[src/rtl/imm_pkg.sv]
// Shared types for the immediate decode stage: format codes, RV opcodes and the
// pipeline entry carried through the main/skid registers.
package imm_pkg;

  typedef enum logic [2:0] {
    FMT_NONE = 3'd0,
    FMT_I    = 3'd1,
    FMT_S    = 3'd2,
    FMT_B    = 3'd3,
    FMT_U    = 3'd4,
    FMT_J    = 3'd5,
    FMT_Z    = 3'd6
  } imm_fmt_t;

  localparam logic [6:0] OP_IMM    = 7'b0010011;
  localparam logic [6:0] OP_LOAD   = 7'b0000011;
  localparam logic [6:0] OP_JALR   = 7'b1100111;
  localparam logic [6:0] OP_STORE  = 7'b0100011;
  localparam logic [6:0] OP_BRANCH = 7'b1100011;
  localparam logic [6:0] OP_LUI    = 7'b0110111;
  localparam logic [6:0] OP_AUIPC  = 7'b0010111;
  localparam logic [6:0] OP_JAL    = 7'b1101111;
  localparam logic [6:0] OP_SYSTEM = 7'b1110011;

  // Fields sized for the widest legal datapath; narrower builds use the low bits.
  localparam int ENTRY_W = 64;

  typedef struct packed {
    logic [ENTRY_W-1:0] imm;
    imm_fmt_t           fmt;
    logic [ENTRY_W-1:0] target;
    logic [ENTRY_W-1:0] pc;
  } imm_entry_t;

endpackage

[src/rtl/imm_extract.sv]
// Combinational RV immediate extractor: instr -> sign-extended imm and format.
// Optional CSR zimm decode is enabled with IMM_CSR_ZIMM_EN.
module imm_extract
  import imm_pkg::*;
#(
  parameter int XLEN = 32
) (
  input  logic [31:0]     instr,
  output logic [XLEN-1:0] imm,
  output imm_fmt_t        fmt
);

  logic [63:0] imm_wide;
  logic        sign;

  assign sign = instr[31];

  always_comb begin
    fmt      = FMT_NONE;
    imm_wide = '0;
    case (instr[6:0])
      OP_IMM, OP_LOAD, OP_JALR: begin
        fmt      = FMT_I;
        imm_wide = {{52{sign}}, instr[31:20]};
      end
      OP_STORE: begin
        fmt      = FMT_S;
        imm_wide = {{52{sign}}, instr[31:25], instr[11:7]};
      end
      OP_BRANCH: begin
        fmt      = FMT_B;
        imm_wide = {{51{sign}}, instr[31], instr[7], instr[30:25], instr[11:8], 1'b0};
      end
      OP_LUI, OP_AUIPC: begin
        fmt      = FMT_U;
        imm_wide = {{32{sign}}, instr[31:12], 12'b0};
      end
      OP_JAL: begin
        fmt      = FMT_J;
        imm_wide = {{43{sign}}, instr[31], instr[19:12], instr[20], instr[30:21], 1'b0};
      end
`ifdef IMM_CSR_ZIMM_EN
      OP_SYSTEM: begin
        // Only the immediate CSR forms (funct3 101/110/111) carry a zimm.
        if (instr[14] && (instr[13:12] != 2'b00)) begin
          fmt      = FMT_Z;
          imm_wide = {59'b0, instr[19:15]};
        end
      end
`endif
      default: begin
        fmt      = FMT_NONE;
        imm_wide = '0;
      end
    endcase
  end

  assign imm = imm_wide[XLEN-1:0];

  logic unused_bits;
  assign unused_bits = ^imm_wide;

endmodule

[src/rtl/imm_decode_stage.sv]
// Pipelined immediate decode at ID->EX: decode + target add, then a main/skid
// register pair for full-throughput handshaking. Optional macro: IMM_CSR_ZIMM_EN.
module imm_decode_stage
  import imm_pkg::*;
#(
  parameter int XLEN = 32,
  parameter int PC_W = XLEN
) (
  input  logic            clk,
  input  logic            rst_n,
  input  logic            flush,
  input  logic            in_valid,
  output logic            in_ready,
  input  logic [31:0]     in_instr,
  input  logic [PC_W-1:0] in_pc,
  output logic            out_valid,
  input  logic            out_ready,
  output logic [XLEN-1:0] out_imm,
  output logic [2:0]      out_fmt,
  output logic [PC_W-1:0] out_target,
  output logic [PC_W-1:0] out_pc
);

  typedef enum logic [1:0] {ST_EMPTY, ST_ONE, ST_FULL} state_t;

  state_t     state_reg, state_next;
  imm_entry_t m_reg, m_next, s_reg, s_next, in_entry;

  logic [XLEN-1:0] ext_imm;
  imm_fmt_t        ext_fmt;
  logic [63:0]     pc_wide, imm_wide, sum_wide;
  logic            in_acc, out_fire;

  imm_extract #(.XLEN(XLEN)) u_extract (
    .instr (in_instr),
    .imm   (ext_imm),
    .fmt   (ext_fmt)
  );

  always_comb begin
    pc_wide              = '0;
    pc_wide[PC_W-1:0]    = in_pc;
    imm_wide             = {64{ext_imm[XLEN-1]}};
    imm_wide[XLEN-1:0]   = ext_imm;
    sum_wide             = pc_wide + imm_wide;
    in_entry.imm         = imm_wide;
    in_entry.fmt         = ext_fmt;
    in_entry.pc          = pc_wide;
    // A zimm is not an offset, so the target stays at pc for that format.
    in_entry.target      = pc_wide;
    if (ext_fmt != FMT_Z) begin
      in_entry.target            = '0;
      in_entry.target[PC_W-1:0]  = sum_wide[PC_W-1:0];
    end
  end

  assign in_ready  = (state_reg != ST_FULL);
  assign out_valid = (state_reg != ST_EMPTY);
  assign in_acc    = in_valid && in_ready && !flush;
  assign out_fire  = out_valid && out_ready;

  always_comb begin
    state_next = state_reg;
    m_next     = m_reg;
    s_next     = s_reg;
    case (state_reg)
      ST_EMPTY: begin
        if (in_acc) begin
          m_next     = in_entry;
          state_next = ST_ONE;
        end
      end
      ST_ONE: begin
        if (in_acc && out_fire) begin
          m_next = in_entry;
        end else if (in_acc) begin
          s_next     = in_entry;
          state_next = ST_FULL;
        end else if (out_fire) begin
          state_next = ST_EMPTY;
        end
      end
      ST_FULL: begin
        if (out_fire) begin
          m_next     = s_reg;
          state_next = ST_ONE;
        end
      end
      default: state_next = ST_EMPTY;
    endcase
    if (flush) begin
      state_next = ST_EMPTY;
    end
  end

  always_ff @(posedge clk) begin
    if (!rst_n) begin
      state_reg <= ST_EMPTY;
      m_reg     <= '0;
      s_reg     <= '0;
    end else begin
      state_reg <= state_next;
      m_reg     <= m_next;
      s_reg     <= s_next;
    end
  end

  assign out_imm    = m_reg.imm[XLEN-1:0];
  assign out_fmt    = m_reg.fmt;
  assign out_target = m_reg.target[PC_W-1:0];
  assign out_pc     = m_reg.pc[PC_W-1:0];

  logic unused_bits;
  assign unused_bits = ^{m_reg.imm, m_reg.target, m_reg.pc, sum_wide};

endmodule

[config.mk]
export PLATFORM = sky130hd
export DESIGN_NAME = imm_decode_stage
export DESIGN_NICKNAME = d
export VERILOG_FILES = /design/src/rtl/imm_pkg.sv /design/src/rtl/imm_extract.sv /design/src/rtl/imm_decode_stage.sv
export SDC_FILE = /design/constraint.sdc
export NUM_CORES = 1
export LEC_CHECK = 0
export BUFFER_PORTS_ARGS = -buffer_cell sky130_fd_sc_hd__buf_2
export CAP_MARGIN = 20
export CORE_MARGIN = 5
export CORE_UTILIZATION = 39
export CTS_BUF_LIST = sky130_fd_sc_hd__clkbuf_4 sky130_fd_sc_hd__clkbuf_8 sky130_fd_sc_hd__clkbuf_16
export CTS_CLUSTER_SIZE = 28
export DETAILED_ROUTE_END_ITERATION = 8
export GPL_TIMING_DRIVEN = 0
export PLACE_DENSITY_LB_ADDON = 0.05
export SYNTH_ARGS = -nofsm -noshare
export SYNTH_HDL_FRONTEND = slang
export SYNTH_SLANG_ARGS = --single-unit
[constraint.sdc]
create_clock -name clk -period 5.85 [get_ports clk]
set_input_delay 1.755 -clock clk [delete_from_list [all_inputs] [get_ports clk]]
set_output_delay 1.755 -clock clk [all_outputs]
set_load 0.1 [all_outputs]
==> impl_results.md, run 1 <==
* Vias per inst at 5.573
* Die area at 0.02912 sq mm
* Synthesized area at 0.01007 sq mm
* Synth top area share at 0.3978
* Fmax at 185.6 MHz
* Leak at between 5 and 6 nW
* Initial antenna violation count at 2
* DR iter-0 viols at 890
* Area growth, synth to finish at 18.65%
* Critical Path AT at between 5000 and 6000 ps
* Clk sinks at 200
* IO Port Bufs at 168
* Placer Congestion at 0.8826
* Wirelength, routed at 38580 um
* Area leader, netlist: dfxtp_1
* Max reg flops at 99
* PD cells at around 280 mW/mm^2
* Final Hold Viols at 0
* DRC errors left at 0
* Share of layout cells above drive strength 1 at 0.1568
* Post-synth ARST share at 0
* Critical path startpoint category: input pin
* Ranking of synthesized cells by area: dfxtp_1, nand2_1, a21oi_1
* Vias at 10.30k
* Initial core utilization at 0.3974
* Die X at roughly 170 um
* Largest net degree at the start of global routing at 22
* Worst path slowest cell: nor4b_4
* Ordered list of cells on the worst path: buf_2 > and2b_1 > nor4b_4 > nor2b_1 > a22oi_1 > inv_1 > ha_1 > inv_1 > fa_1 > nand2b_1 > a21o_1 > a21o_1 > a22o_1 > o21ai_0 > xor2_1 > nand2_1 > a21oi_1
* Total Power at 0.003319 W
* Synthesized net count at 1418
* Worst-Margin Slew at about 900 ps
* FP Rows at between 50 and 60
* Routed WL per cell at 20.88 um
* Layout net count at about 1.6k
* Commonest cells post-synth: nand2_1, dfxtp_1, nor2_1, a21oi_1, clkbuf_1
* CTS root buffer: clkbuf_16
* Number of synthesized register bits at 200
* DRT Pass-1 Iters at 5
* Crit. End Element: flop
* CTS buffer count at 17
* CP Class: in2reg
* Number of synthesized flops with an enable pin at 0
* Clock Latency Late Sink at 450 ps
* Number of I/O pins at 170
* Unique masters post-synth at 70
* Top-count cell post-synth: nand2_1
* Status: finished clean
* DP HPWL at 29370 um
* CP max stage delay at a little under 600 ps
* Tcrit/Tclk final at 0.9211
* Syn_area_per_cell at approximately 7.6 sq um
* Fin Setup TNS at 0 ps
* Max_slew headroom at 0.3891
* Number of max-cap violations at 0
* Cell count after synthesis at 1317
* Crit path max fanout at 8
* Worst-path clk slew at 90 ps
* Ys flop type: dfxtp_1
* Die height at ~170 um
* First-pass GRT wire length at 57730 um
* Critical Path RT at 6240 ps
* HP Class: reg2reg
* Clk buf depth at 2
* Ant diodes at 0
* Final Max Tran Viols at 0
* Antenna violation net count after detailed routing at 0
* Min Tclk post-route at 5389 ps
* RSZ-0062 raised after global routing: no
* Number of global-route vias before repair at 9549
* TritonCTS clock tree: built
* Worst vdd ir at 0.1824 mV
* Core Footprint at 0.02533 sq mm
* Clk_skew at 11.24 ps
* Register area share after synthesis at 0.3978
* Gr usage total at 0.2595
* H-tree lvl count at 4
* Ys Warns at 0
* Final setup fails at 0
* Total gr overflow at 0
==> metrics by stage <==
| step | hold slack, ps | util | worst slack [ps] | cells | instance area, sq um |
|---|---|---|---|---|---|
| 2_1_floorplan | 435.4 | - | 815.8 | 1317 | 10070 |
| 6_report | 457.8 | 0.4715 | 461.4 | 1848 | 11940 |
| 3_5_place_dp | 446.5 | 0.4472 | -181.6 | 1816 | 11330 |
| 3_3_place_gp | 442.1 | 0.4469 | -202.4 | 1815 | 11320 |
| 5_1_grt | 477.1 | 0.4715 | 219.2 | 1848 | 11940 |
| 4_1_cts | 457.6 | 0.4712 | 267.7 | 1848 | 11930 |
==> repair_timing <==
item | in CTS | in global routing
endpoints found under the setup margin | 0 | 3
hold buffers | 0 | 0
setup buffers | 0 | 0
gates resized for setup | 0 | 1
==> layout make-up <==
cell class | instances | area, sq um
clock inverter | 14 | 173.9
multi-input combinational | 975 | 5508
fill | 2630 | 13380
inverter | 39 | 146.4
buffer | 103 | 416.7
timing repair buffer | 169 | 848.3
clock buffer | 18 | 432.9
sequential | 200 | 4004
tap | 330 | 412.9
==> final timing paths <==
path	start	to	slack [ps]	depth (start not counted)
worst min register to register	s_reg[5]$_SDFFE_PN0P_	s_reg[5]$_SDFFE_PN0P_	460	2
worst min-delay path	s_reg[5]$_SDFFE_PN0P_	s_reg[5]$_SDFFE_PN0P_	460	2
worst max register to register	state_reg[1]$_SDFFE_PP0P_	s_reg[23]$_SDFFE_PN0P_	2690	6
worst max-delay path	in_instr[4]	out_target[18]$_SDFFE_PN0P_	460	17
==> cell families (layout without fill, tap and decap cells) <==
group | count (synthesis) | count (layout) | synth area share
buffers and inverters | 142 | 343 | 0.05593
AO/OA/AOI/OAI | 399 | 399 | 0.2627
XOR/XNOR | 27 | 27 | 0.02349
multiplexers | 3 | 3 | 0.002983
flip-flops | 200 | 200 | 0.3978
adder cells (fa/ha/maj) | 32 | 32 | 0.04052
AND/OR/NAND/NOR | 514 | 514 | 0.2167
==> where the power goes <==
part	internal, W	total (W)	leakage (nW)	switching [W]
clock network	0.000587	0.00123	0.291	0.000640
logic	0.000134	0.000660	3.13	0.000527
registers	0.00141	0.00143	1.63	0.0000260
==> cells in the final DEF, fill, tap and decap left out, types with 5 or more instances in the layout <==
master	instances
o21a_1	5
o21ai_0	44
inv_1	37
buf_2	179
a31oi_1	11
nand4_1	10
a21oi_2	7
xor2_1	14
nor2_1	162
and2_1	10
dfxtp_1	200
a311oi_1	45
nor3_1	14
ha_1	31
a211oi_1	55
a2111oi_0	6
a21oi_1	154
nand3_1	14
and3_1	10
clkinv_8	5
xnor2_1	13
clkbuf_1	85
nand2_1	258
a221oi_1	5
o211ai_1	6
a22oi_1	5
a21o_1	16
clkbuf_16	17
nand2b_1	5
==> critical path, delay by kind of cell <==
kind / cells / cell delay (ps)
buffers and inverters: 3 / 300
AOI/OAI and AO/OA: 6 / 1200
and+or+nand+nor: 5 / 1400
xor gates and xnor gates: 1 / 510
adders and majority gates: 2 / 610
==> metal layers <==
metal / vias to the layer above / global-route usage / wire, um
li1: 5016 / - / -
met1: 4871 / 0.3618 / 17470
met2: 348 / 0.4018 / 17090
met3: 59 / 0.04875 / 2629
met4: 4 / 0.09410 / 1368
met5: - / 0 / 27
Note: power is estimated with default switching activity, not from simulation.
==> run 2, diff against run 1 <==
Settings changed: CORE_MARGIN 5 to 2, GPL_TIMING_DRIVEN 0 to unset.
==> impl_results.md, run 2 (same netlist as run 1, synthesis figures left out) <==
* Switching Fraction at 0.3439
* Core Footprint at 0.02525 sq mm
* Top Layer Used: met4
* P_sw at 0.001120 W
* Ant diodes at 0
* FP Rows at between 50 and 60
* Clk buf depth at 2
* Hold Crit Depth at 2
* Fmax at 192.9 MHz
* Vias at ~9.8k
* Die X at 164.7 um
* R2R depth at 7
* Number of I/O pins at 170
* Routed WL per cell at 19.19 um
* Clk_skew at approximately 17 ps
* Final Hold Viols at 0
* Placement Setup Slack at around 270 ps
* Comb pwr share at 0.197
* Initial core utilization at 0.3986
* DR iter-0 viols at 897
* CP Class: in2reg
* Layout net count at ~1.5k
* Wirelength, routed at 33890 um
* TritonCTS clock tree: built
* Commonest non-fill, non-tap cells in the layout: nand2_1, dfxtp_1, buf_2
* Metal3 WL at 1712 um
* CP max stage delay at 560 ps
* Final setup fails at 0
* Worst path slowest cell: or4_1
* Crit. End Element: flop
* Int Power at 0.002137 W
* Crit path max fanout at 12
* Share of layout cells above drive strength 1 at 0.1741
* Fin Setup TNS at 0 ps
* Worst-Margin Slew at 888.3 ps
* Die area at about 0.027 sq mm
* Number of max-cap violations at 0
* Hold-fix buffers, CTS at 0
* Antenna violation net count after detailed routing at 0
* Number of global-route vias before repair at 8612
* Placed cell areas at 0.01113 sq mm
* CTS root buffer: clkbuf_16
* Crit path max-delay family: simple AND/OR/NAND/NOR gates
* Worst vdd ir at 0.1564 mV
* Tcrit/Tclk final at 0.8863
* First-pass GRT wire length at 51920 um
* Largest net degree at the start of global routing at 79
* DRC errors left at 0
* Setup Fix Bufs, Post-CTS at 0
* Clock Latency Late Sink at around 440 ps
* WL met2 at 15030 um
* Area growth, synth to finish at 16.21%
* Worst Setup Slack, final at 665.4 ps
* Clock share of power at 0.364
* Clk sinks at 200
* WL met1 at 16380 um
* Min Tclk post-route at approximately 5200 ps
* Critical path startpoint category: input pin
* Final Max Tran Viols at 0
* Critical Path AT at 5540 ps
* Initial antenna violation count at 0
* Levels on crit path at 14
* DRT Pass-1 Iters at 5
* Critical Path RT at 6210 ps
* IO Port Bufs at ~170
* Total gr overflow at 0
* Post-CTS sizing at 0
* Post-route cell area at between 0.01 and 0.015 sq mm
* Placer Congestion at 0.9065
* Worst Path Buf+Inv at 1
* Final core utilization at 0.4632
* RSZ-0062 raised after global routing: no
* PD cells at 278.5 mW/mm^2
* Gr usage total at 0.2502
* Max reg flops at 99
* Max_slew headroom at 0.4078
* Status: finished clean
* Leak at 4.979 nW
* Vias per inst at 5.538
* Most common cell after layout, fill and taps aside: nand2_1
* CTS buffer count at 17
* HP Class: reg2reg
* Flop pwr share at 0.439
* Worst-path clk slew at 80 ps
* H-tree lvl count at 4
* DP HPWL at 23960 um
* Ordered list of cells on the worst path: buf_2 > or4_1 > a21oi_2 > or2_2 > and2_1 > ha_1 > a21oi_2 > o211ai_2 > a221oi_4 > nand2_2 > a41o_1 > nor4b_4 > or4_1 > o2111ai_1
* Die height at between 150 and 200 um
## run 2: worst register-to-register path, delay by kind of cell, from the launching register on
family / cells / cell delay [ps]
AOI/OAI and AO/OA: 1 / 250
DFF: 1 / 430
buffers and inverters: 2 / 1130
and+or+nand+nor: 4 / 1150
## run 2: layout make-up
cell class                 count  area [sq um]
sequential                   200          4004
timing repair buffer         192          1031
fill                        2627         13560
inverter                      39         150.1
tap                          330         412.9
clock inverter                13         138.9
clock buffer                  17         425.4
multi-input combinational    975          5535
## run 2: per-stage QoR
stage / power, W / hold WS [ps] / instances
2_1_floorplan: 0.001940 / 435.4 / 1317
3_3_place_gp: 0.002103 / 442.1 / 1736
3_5_place_dp: 0.002102 / 446.5 / 1736
4_1_cts: 0.003281 / 457.1 / 1766
5_1_grt: 0.003374 / 472.7 / 1766
6_report: 0.003258 / 456.5 / 1766
## run 2: path summary, 6_finish.rpt
check                            startpoint  slack [ps]                     endpoint
setup / recovery                in_instr[6]         670  out_target[31]$_SDFFE_PN0P_
hold / removal        s_reg[2]$_SDFFE_PN0P_         460        s_reg[2]$_SDFFE_PN0P_
setup reg to reg  state_reg[1]$_SDFFE_PP0P_        2790       out_pc[7]$_SDFFE_PN0P_
hold reg to reg       s_reg[2]$_SDFFE_PN0P_         460        s_reg[2]$_SDFFE_PN0P_
## run 2: power groups by stage
stage               registers (W)  clock network, W  logic, W
CTS                       0.00143           0.00121  0.000641
detailed placement        0.00146                 0  0.000639
floorplan                 0.00173                 0  0.000213
global placement          0.00146                 0  0.000640
finish                    0.00143           0.00119  0.000640
global route              0.00144           0.00126  0.000679
## run 2: metal layers
| metal | vias to the layer above | global-route usage |
|---|---|---|
| met5 | - | 0 |
| met4 | 0 | 0.07194 |
| met3 | 42 | 0.03039 |
| met2 | 299 | 0.3866 |
| met1 | 4591 | 0.3657 |
| li1 | 4848 | - |
